==> config.mk <==
export PLATFORM = sky130hd
export DESIGN_NAME = input_state
export DESIGN_NICKNAME = d
export VERILOG_FILES = /design/src/rtl/input_state.sv
export SDC_FILE = /design/constraint.sdc
export NUM_CORES = 1
export LEC_CHECK = 0
export CORE_MARGIN = 4
export CORE_UTILIZATION = 46
export DETAILED_ROUTE_END_ITERATION = 6
export GPL_ROUTABILITY_DRIVEN = 0
export GPL_TIMING_DRIVEN = 0
export PLACE_DENSITY = 0.77
export SLEW_MARGIN = 20
export SYNTH_ARGS = -nofsm -noshare
export SYNTH_HDL_FRONTEND = slang
export SYNTH_SLANG_ARGS = --single-unit
==> constraint.sdc <==
create_clock -name clk -period 4.04 [get_ports clk]
set_clock_uncertainty 0.1 [all_clocks]
set_input_delay 0.606 -clock clk [delete_from_list [all_inputs] [get_ports clk]]
set_output_delay 0.606 -clock clk [all_outputs]
set_load 0.01 [all_outputs]
==> src/rtl/input_state.sv <==
// input_state: player-input stage of the memory game.
// Synchronises and debounces the four colour buttons. Each press is checked
// against the latched colour sequence, and a one-cycle complete_input or
// fail_input pulse reports the result.
// Optional build macro INPUT_TIMEOUT_EN adds a per-colour press timeout
// (TIMEOUT_CYCLES). Without it, WAIT_PRESS waits indefinitely.
module input_state #(
   parameter int DEBOUNCE_CYCLES = 4
`ifdef INPUT_TIMEOUT_EN
   ,parameter int TIMEOUT_CYCLES = 1000
`endif
) (
   input  logic        clk,
   input  logic        rst_input_n,
   input  logic        en_input,
   input  logic [31:0] seq_in_input,
   input  logic [3:0]  round_ctr,
   input  logic [3:0]  btn_in,
   output logic [1:0]  echo_colour,
   output logic        echo_oe,
   output logic        complete_input,
   output logic        fail_input
);

   localparam int DBW = $clog2(DEBOUNCE_CYCLES + 1);
   localparam logic [DBW-1:0] DB_MAX = DBW'(DEBOUNCE_CYCLES);
`ifdef INPUT_TIMEOUT_EN
   localparam int TW = $clog2(TIMEOUT_CYCLES + 1);
   localparam logic [TW-1:0] TO_LAST = TW'(TIMEOUT_CYCLES - 1);
`endif

   typedef enum logic [2:0] {
      S_IDLE,
      S_WAIT_PRESS,
      S_WAIT_RELEASE,
      S_PASS,
      S_FAIL
   } state_t;

   state_t         state_q;
   logic [3:0]     sync1_q, sync2_q;
   logic [3:0]     cand_q, btn_db_q;
   logic [DBW-1:0] db_cnt_q, db_cnt_d;
   logic           prev_zero_q;
   logic [31:0]    seq_q;
   logic [3:0]     len_q, idx_q;
   logic [1:0]     echo_colour_q;
   logic           echo_oe_q, complete_q, fail_q;
   logic           press;
   logic [1:0]     press_col;
   logic [1:0]     exp_col;
`ifdef INPUT_TIMEOUT_EN
   logic [TW-1:0]  to_cnt_q;
`endif

   // Count consecutive cycles the synchronised vector has held its value
   always_comb begin
      db_cnt_d = db_cnt_q;
      if (sync2_q != cand_q) begin
         db_cnt_d = DBW'(1);
      end else if (db_cnt_q != DB_MAX) begin
         db_cnt_d = db_cnt_q + 1'b1;
      end
   end

   // Two-flop synchroniser followed by the debounce register
   always_ff @(posedge clk or negedge rst_input_n) begin
      if (!rst_input_n) begin
         sync1_q     <= 4'b0000;
         sync2_q     <= 4'b0000;
         cand_q      <= 4'b0000;
         db_cnt_q    <= '0;
         btn_db_q    <= 4'b0000;
         prev_zero_q <= 1'b0;
      end else begin
         sync1_q     <= btn_in;
         sync2_q     <= sync1_q;
         cand_q      <= sync2_q;
         db_cnt_q    <= db_cnt_d;
         if (db_cnt_d == DB_MAX) begin
            btn_db_q <= sync2_q;
         end
         prev_zero_q <= (btn_db_q == 4'b0000);
      end
   end

   // A press is the debounced vector moving from all-released to exactly one button
   assign press = prev_zero_q && $onehot(btn_db_q);

   // Encode the one-hot button into a colour number
   always_comb begin
      press_col = 2'd0;
      if (btn_db_q[1]) press_col = 2'd1;
      if (btn_db_q[2]) press_col = 2'd2;
      if (btn_db_q[3]) press_col = 2'd3;
   end

   assign exp_col = seq_q[{idx_q, 1'b0} +: 2];

   // Game-input FSM with registered echo and result pulses
   always_ff @(posedge clk or negedge rst_input_n) begin
      if (!rst_input_n) begin
         state_q       <= S_IDLE;
         seq_q         <= 32'd0;
         len_q         <= 4'd0;
         idx_q         <= 4'd0;
         echo_colour_q <= 2'd0;
         echo_oe_q     <= 1'b0;
         complete_q    <= 1'b0;
         fail_q        <= 1'b0;
`ifdef INPUT_TIMEOUT_EN
         to_cnt_q      <= '0;
`endif
      end else begin
         complete_q <= 1'b0;
         fail_q     <= 1'b0;
         case (state_q)
            S_IDLE: begin
               if (en_input) begin
                  seq_q   <= seq_in_input;
                  len_q   <= round_ctr;
                  idx_q   <= 4'd0;
                  state_q <= S_WAIT_PRESS;
`ifdef INPUT_TIMEOUT_EN
                  to_cnt_q <= '0;
`endif
               end
            end
            S_WAIT_PRESS: begin
               if (press) begin
                  if (press_col == exp_col) begin
                     echo_colour_q <= press_col;
                     echo_oe_q     <= 1'b1;
                     state_q       <= S_WAIT_RELEASE;
                  end else begin
                     fail_q  <= 1'b1;
                     state_q <= S_FAIL;
                  end
               end
`ifdef INPUT_TIMEOUT_EN
               else if (to_cnt_q == TO_LAST) begin
                  fail_q  <= 1'b1;
                  state_q <= S_FAIL;
               end else begin
                  to_cnt_q <= to_cnt_q + 1'b1;
               end
`endif
            end
            S_WAIT_RELEASE: begin
               if (btn_db_q == 4'b0000) begin
                  echo_oe_q <= 1'b0;
                  if (idx_q == len_q) begin
                     complete_q <= 1'b1;
                     state_q    <= S_PASS;
                  end else begin
                     idx_q   <= idx_q + 4'd1;
                     state_q <= S_WAIT_PRESS;
`ifdef INPUT_TIMEOUT_EN
                     to_cnt_q <= '0;
`endif
                  end
               end
            end
            S_PASS:  state_q <= S_IDLE;
            S_FAIL:  state_q <= S_IDLE;
            default: state_q <= S_IDLE;
         endcase
      end
   end

   assign echo_colour    = echo_colour_q;
   assign echo_oe        = echo_oe_q;
   assign complete_input = complete_q;
   assign fail_input     = fail_q;

endmodule
After elaboration in Yosys (flattened, before gate mapping)

Index checks and enable logic that the tools add are counted.

Word-level logic and storage cells: 68
Output and inout port bits: 5
Register bits after elaboration: 68

Mux-type cells: 25
Eq/ne operators: 13
$add $sub $neg: 5
Shifts and indexed selects: 1
Reductions and logical operators: 10

Operators by type and width:

| kind                  | count |
|---|---|
| $shiftx A32 B6 Y2     | 1 |
| $mux W3               | 6 |
| $mux W4               | 3 |
| $mux W1               | 10 |
| $ne A2 B2 Y1 const B  | 5 |
| $pmux W3 S3           | 1 |
| $pmux W4 S2           | 1 |
| $reduce_and A4 Y1     | 2 |
| $eq A3 B1 Y1 const B  | 2 |
| $mux W2               | 3 |
| $reduce_and A3 Y1     | 2 |
| $add A1 B1 Y2         | 2 |
| $add A4 B1 Y4 const B | 1 |
| $eq A4 B4 Y1          | 1 |
| $logic_not A4 Y1      | 1 |
| $ne A4 B4 Y1          | 1 |
| $reduce_bool A2 Y1    | 2 |
| $add A2 B2 Y3         | 1 |
| $add A3 B1 Y3 const B | 1 |
| $eq A3 B2 Y1 const B  | 1 |
| $eq A3 B3 Y1 const B  | 1 |
| $logic_not A3 Y1      | 1 |
| $ne A3 B3 Y1 const B  | 1 |
| $eq A2 B2 Y1          | 1 |
| 3 further kinds       | 3 |

Depth between registers and ports, before layout

Gate-level depths: netlist (run 1).

Word-level depth: 7
Gate-level depth with buffers: 12

Least setup slack after synthesis (run 1)

No wires, ideal clock.

Path kind: reg-to-reg
Start point: reg btn_db_q[3]
End point: reg echo_colour_q[1] (netlist: echo_colour[1])
Arrival time: 2696 ps
Slack: 1154 ps
Cell stages (with the launch flop): 13
Period minus slack after synthesis: 2886 ps
Data required time: 3850 ps
Cell sequence: dfrtp_1 > clkbuf_1 > inv_1 > fa_1 > inv_1 > ha_1 > ha_1 > nor4bb_1 > nand3_1 > nor2_1 > nand2_1 > or2_2 > o2111ai_1

Word-level cells in the longest chain between the ends: 5
Elaborated cells between the ends (all ways): 7

RTL lines:

| element                             | line | RTL |
|---|---|---|
| from (decl)                         | 42   | `logic [3:0] cand_q, btn_db_q;` |
| from (signal assigned)              | 81   | `btn_db_q <= sync2_q;` |
| $add A1 B1 Y2 (implied by the code) | 88   | `assign press = prev_zero_q && $onehot(btn_db_q);` |
| $add A2 B2 Y3 (implied by the code) | 88   |  |
| $eq A3 B1 Y1                        | 88   |  |
| $logic_and A1 B1 Y1                 | 88   |  |
| $reduce_and A3 Y1 (no line)         | n/a  |  |
| to (signal assigned)                | 132  | `echo_colour_q <= press_col;` |
| to (decl)                           | 47   | `logic [1:0] echo_colour_q;` |

Parallel ways exist; a longest one is shown, timed or not.
A chain may end at the register's enable or synchronous reset.

Final worst setup path (run 1)

Start point: reg btn_db_q[3]
End point: reg state_q[1]

Word-level cells in the longest chain between the ends: 6
Elaborated cells between the ends (all ways): 13

RTL lines:

| element                             | line | RTL |
|---|---|---|
| $add A1 B1 Y2 (implied by the code) | 88   |  |
| $add A2 B2 Y3 (implied by the code) | 88   |  |
| $eq A3 B1 Y1                        | 88   |  |
| $logic_and A1 B1 Y1                 | 88   |  |
| $ne A2 B2 Y1 (no line)              | n/a  |  |
| $reduce_and A3 Y1 (no line)         | n/a  |  |
| to (signal assigned)                | 103  | `state_q <= S_IDLE;` |
| to (signal assigned)                | 123  | `state_q <= S_WAIT_PRESS;` |
| to (signal assigned)                | 134  | `state_q <= S_WAIT_RELEASE;` |
| to (decl)                           | 40   | `state_t state_q;` |

Parallel ways exist; a longest one is shown, timed or not. The select of a mux whose other input is x is not followed.

==> results of run 1 <==
## layer usage
| layer | vias up | track usage [%] |
|---|---|---|
| li1 | 993 | - |
| met1 | 1029 | 20.3 |
| met2 | 32 | 25.8 |
| met3 | 8 | 3.42 |
| met4 | 0 | 7.65 |
| met5 | - | 0 |
## layout make-up
cell class	count	area (sq um)	share of cell area, %
inverter	11	41.3	1.05
clock buffer	10	138	3.49
multi-input combinational	155	1330	33.8
tap	77	96.3	2.45
clock inverter	6	86.3	2.19
sequential	68	1700	43.2
timing repair buffer	48	488	12.4
buffer	11	57.6	1.46
## power by group through the flow
stage / Clock (uW) / Combinational [uW] / Sequential, uW
detailed placement: 0 / 592 / 1010
finish: 618 / 589 / 998
CTS: 636 / 597 / 998
global placement: 0 / 569 / 999
global route: 669 / 658 / 1020
floorplan: 0 / 447 / 975
## registers in the layout, summed over array words and instances, names as in the netlist
name and cells:
seq_q 32, btn_db_q 4, cand_q 4, idx_q 4, len_q 4, sync1_q 4
sync2_q 4, db_cnt_q 3, state_q 3, echo_colour 2, complete_input 1, echo_oe 1
fail_input 1, prev_zero_q 1
## metrics by stage
| stage | cells | total power (uW) | hold WS [ns] | worst slack (ns) | cell area [sq um] |
|---|---|---|---|---|---|
| 2_1_floorplan | 245 | 1420 | 0.210 | 1.15 | 3130 |
| 3_3_place_gp | 369 | 1570 | 0.233 | 0.0492 | 3700 |
| 3_5_place_dp | 370 | 1600 | 0.237 | 0.623 | 3710 |
| 4_1_cts | 386 | 2230 | 0.0644 | 0.585 | 3940 |
| 5_1_grt | 386 | 2350 | 0.0777 | 0.398 | 3940 |
| 6_report | 386 | 2210 | 0.0668 | 0.582 | 3940 |
## cell families (layout without fill, tap and decap cells)
| group | after synthesis | count (layout) |
|---|---|---|
| XOR/XNOR | 12 | 12 |
| flip-flops | 68 | 68 |
| buffers and inverters | 22 | 86 |
| adder cells (fa/ha/maj) | 7 | 7 |
| AND/OR/NAND/NOR | 60 | 60 |
| multiplexers | 52 | 52 |
| AO/OA/AOI/OAI | 24 | 24 |
## synth_stat cells (all sizes together) (2+ instances only)
| master | n |
|---|---|
| nand2 | 14 |
| nand3 | 7 |
| nand2b | 3 |
| or3 | 2 |
| a21oi | 6 |
| mux4 | 7 |
| nor2 | 13 |
| buf | 3 |
| ha | 6 |
| dfrtp | 68 |
| and3 | 2 |
| nor4 | 3 |
| xor2 | 5 |
| o22ai | 2 |
| clkbuf | 8 |
| mux2i | 5 |
| o21ai | 7 |
| nand4 | 2 |
| inv | 11 |
| a2111oi | 2 |
| and4 | 2 |
| xnor2 | 7 |
| nor3 | 4 |
| or2 | 2 |
| mux2 | 40 |
## worst paths after layout
path	start	to	slack, ns	cells past startpoint
hold reg to reg	sync1_q[2]	sync2_q[2]	0.25	0
max in group asynchronous	rst_input_n	seq_q[21]	3.25	2
hold / removal	rst_input_n	db_cnt_q[2]	0.07	1
min in group clk	sync1_q[2]	sync2_q[2]	0.25	0
setup reg to reg	btn_db_q[3]	state_q[1]	0.58	12
setup / recovery	btn_db_q[3]	state_q[1]	0.58	12
==> run summary, run 1 <==
The run finished with clean final reports. In this run the cell area of the synthesized design comes to 3130 sq um. Combinational logic is responsible for 26.7% of the overall power. The library cell used most frequently in the layout, excluding fill and tap cells, is sky130_fd_sc_hd__dfrtp_1. Of the cells placed in the final design, the portion with a size suffix greater than 1 is 23.0%.

Compared with the post-synthesis result, the final layout area differs by 25.8%. The detailed router finished its first iteration with 57 violations. The clock-pin slew of the registers on the worst-case setup and hold paths was 0.07 ns. The via count of the first global-routing pass is 2170, and the share of synthesized cell area in full adder, half adder and majority cells is 3.04%. Max-cap violations in this run came to 0. The total length of routed met3 wires is 190 um. The fraction of power consumed by sequential logic came out at 45.3%. The die covers 8190 sq um.

The starting density of the core was 48.2%; the data arrival time of the critical path was 3.63 ns. The netlist uses 46 different library cells. The portion of netlist area occupied by mux cells works out to 21.0%.

The maximum operating frequency is 289 MHz. The run gives 0 as the final hold violation count. STA classifies the critical path startpoint as a register.

The total track usage is 15.9%, and the final clock period utilization by the worst path is 85.6%. Number of buffers inserted to repair setup after CTS: 0. After Yosys synthesis, and, or, nand and nor cells account for 9.99% of the synthesized area. Yosys printed 0 warnings.

The maximum fanout count along the critical path is 9. The critical path in this run is classified as register to register. In this run the core area contains 29 standard-cell rows.

For the post-layout net count, the log shows 354. The total power density per cell area was 560 nW/um^2; the number of flip-flops and latches in the synthesized netlist was 68. The highest ir drop seen on vdd came out at 0.383 mV.

Summed over all cells, the static leakage comes to 0.00167 uW. Synthesis produced a netlist whose cell count is 245. Before antenna repair, the detailed router went through 4 iterations. Setup repair after global routing left no endpoint under its margin. The number of nets handed over by synthesis was 295. Number of max-slew violations in the final report: 0. The first-pass GRT wire length came out at 10400 um. After synthesis, the largest area contributor takes up 54.4% of total cell area. During placement, the flow inserted port buffers numbering 47. By area, the combinational part of the netlist is dominated by multiplexers. For the maximum level of the CTS H-tree, the log shows 3. For the via count, the log shows 2062.

The leftover overflow at the end of global routing was 0. In the synthesized netlist the async set-or-reset flop fraction comes to 100%. The run gives 0 as the final number of setup-violating endpoints. The met2 layer wire length in the routed design is 3000 um, and the average cell area after synthesis is 12.8 sq um. The wire length on met1 came out at 2630 um. Counting the fill cells in the layout gives 509. Once the clock tree was built, the resizer swapped 0 gates to a different size. The complex-gate fraction of the synthesized area is 5.08%. STA puts the critical path data required time at 4.21 ns. Setup total negative slack on the finished layout was measured at 0 ns. The run gives 48 as the top-level port count.

The maximum buffer depth of the clock tree was 2. The kind of path behind the tightest hold check was primary input to async pin. The die outline height came out at 90.5 um. The clock net in this run drives a total of 68 sinks. The run gives 54.4% as the share of synthesized area occupied by flip-flops and latches. Net switching is 27.2% of the power. The cell sitting at the root of the clock tree is a sky130_fd_sc_hd__clkbuf_8. The post-DP HPWL is 4380 um. In this run the top signal layer used is met4. The largest individual stage delay along the critical path comes from the cell sky130_fd_sc_hd__fa_1. The detail route stage leaves a number of antenna-violating nets equal to 0. STA classifies the critical path endpoint as a register. The tools report the residual DRC count as 0. Entering global routing, the biggest net connects 44 pins.

The kind of cell adding the most delay to the critical path was simple AND/OR/NAND/NOR gates. TritonCTS created 9 clock buffers. TritonCTS built the clock tree. The library cells used most frequently in the layout, excluding fill and tap cells, are sky130_fd_sc_hd__dfrtp_1 (68), sky130_fd_sc_hd__clkdlybuf4s50_1 (46), sky130_fd_sc_hd__mux2_2 (39), sky130_fd_sc_hd__nand2_1 (14), sky130_fd_sc_hd__nor2_1 (13). For this design the total switching power over the nets is 600 uW. In the final routed layout, each cell accounts on average for 15.3 um.

The logs give 6490 sq um for the total core area and 28.0% for the clock network fraction of total power. The number of antenna violations at the first check in global routing was 0; the post-route core utilization was 60.6%. Summed over all instances, the cell type with the most area after synthesis is sky130_fd_sc_hd__dfrtp_1. Summing the areas of all xor and xnor instances in the mapped netlist gives 3.36% of the synthesized area.

The number of vias per cell is 5.34. By area the synthesized netlist is led by sky130_fd_sc_hd__dfrtp_1 (54%), sky130_fd_sc_hd__mux2_2 (14%), sky130_fd_sc_hd__mux4_2 (5.0%), sky130_fd_sc_hd__ha_1 (2.4%), sky130_fd_sc_hd__xnor2_1 (2.0%). The tightest slew margin relative to the limit is 57.2%, and the die span in x is 90.5 um. Internal power comes to 1610 uW.

In this design, the stage delay of the slowest critical-path cell is 0.49 ns. Walking the worst path, the cells encountered are clkbuf_1, inv_1, fa_1, inv_1, ha_1, ha_1, nor4bb_1, nand3_1, nor2_1, nand2_1, o41ai_1, a211o_1. The number of buffer and inverter instances along the worst setup path is 3, and the number of hold-repair buffers added at the cts stage is 0.

The clock reaches the later pin of the worst-skew pair after 0.34 ns. Wires add up to 5920 um. In the synthesized netlist the dominant register cell turns out to be sky130_fd_sc_hd__dfrtp_1.

Measured slew at the worst slew-check pin: 0.640 ns. 0 antenna diodes ended up in the layout. The smallest clock period supported by the final layout is computed as 3.46 ns. The number of enable-type register cells in the synthesized netlist works out to 0.
No activity file was read; power rests on OpenSTA's default activity.
==> run 2: changes to the inputs <==
--- a/config.mk
+++ b/config.mk
@@ -5,6 +5,7 @@
 export SDC_FILE = /design/constraint.sdc
 export NUM_CORES = 1
 export LEC_CHECK = 0
+export CAP_MARGIN = 10
 export CORE_MARGIN = 4
 export CORE_UTILIZATION = 46
 export DETAILED_ROUTE_END_ITERATION = 6
==> results of run 2 <==
Final layout, timing and power as in run 1 (identical DEF).
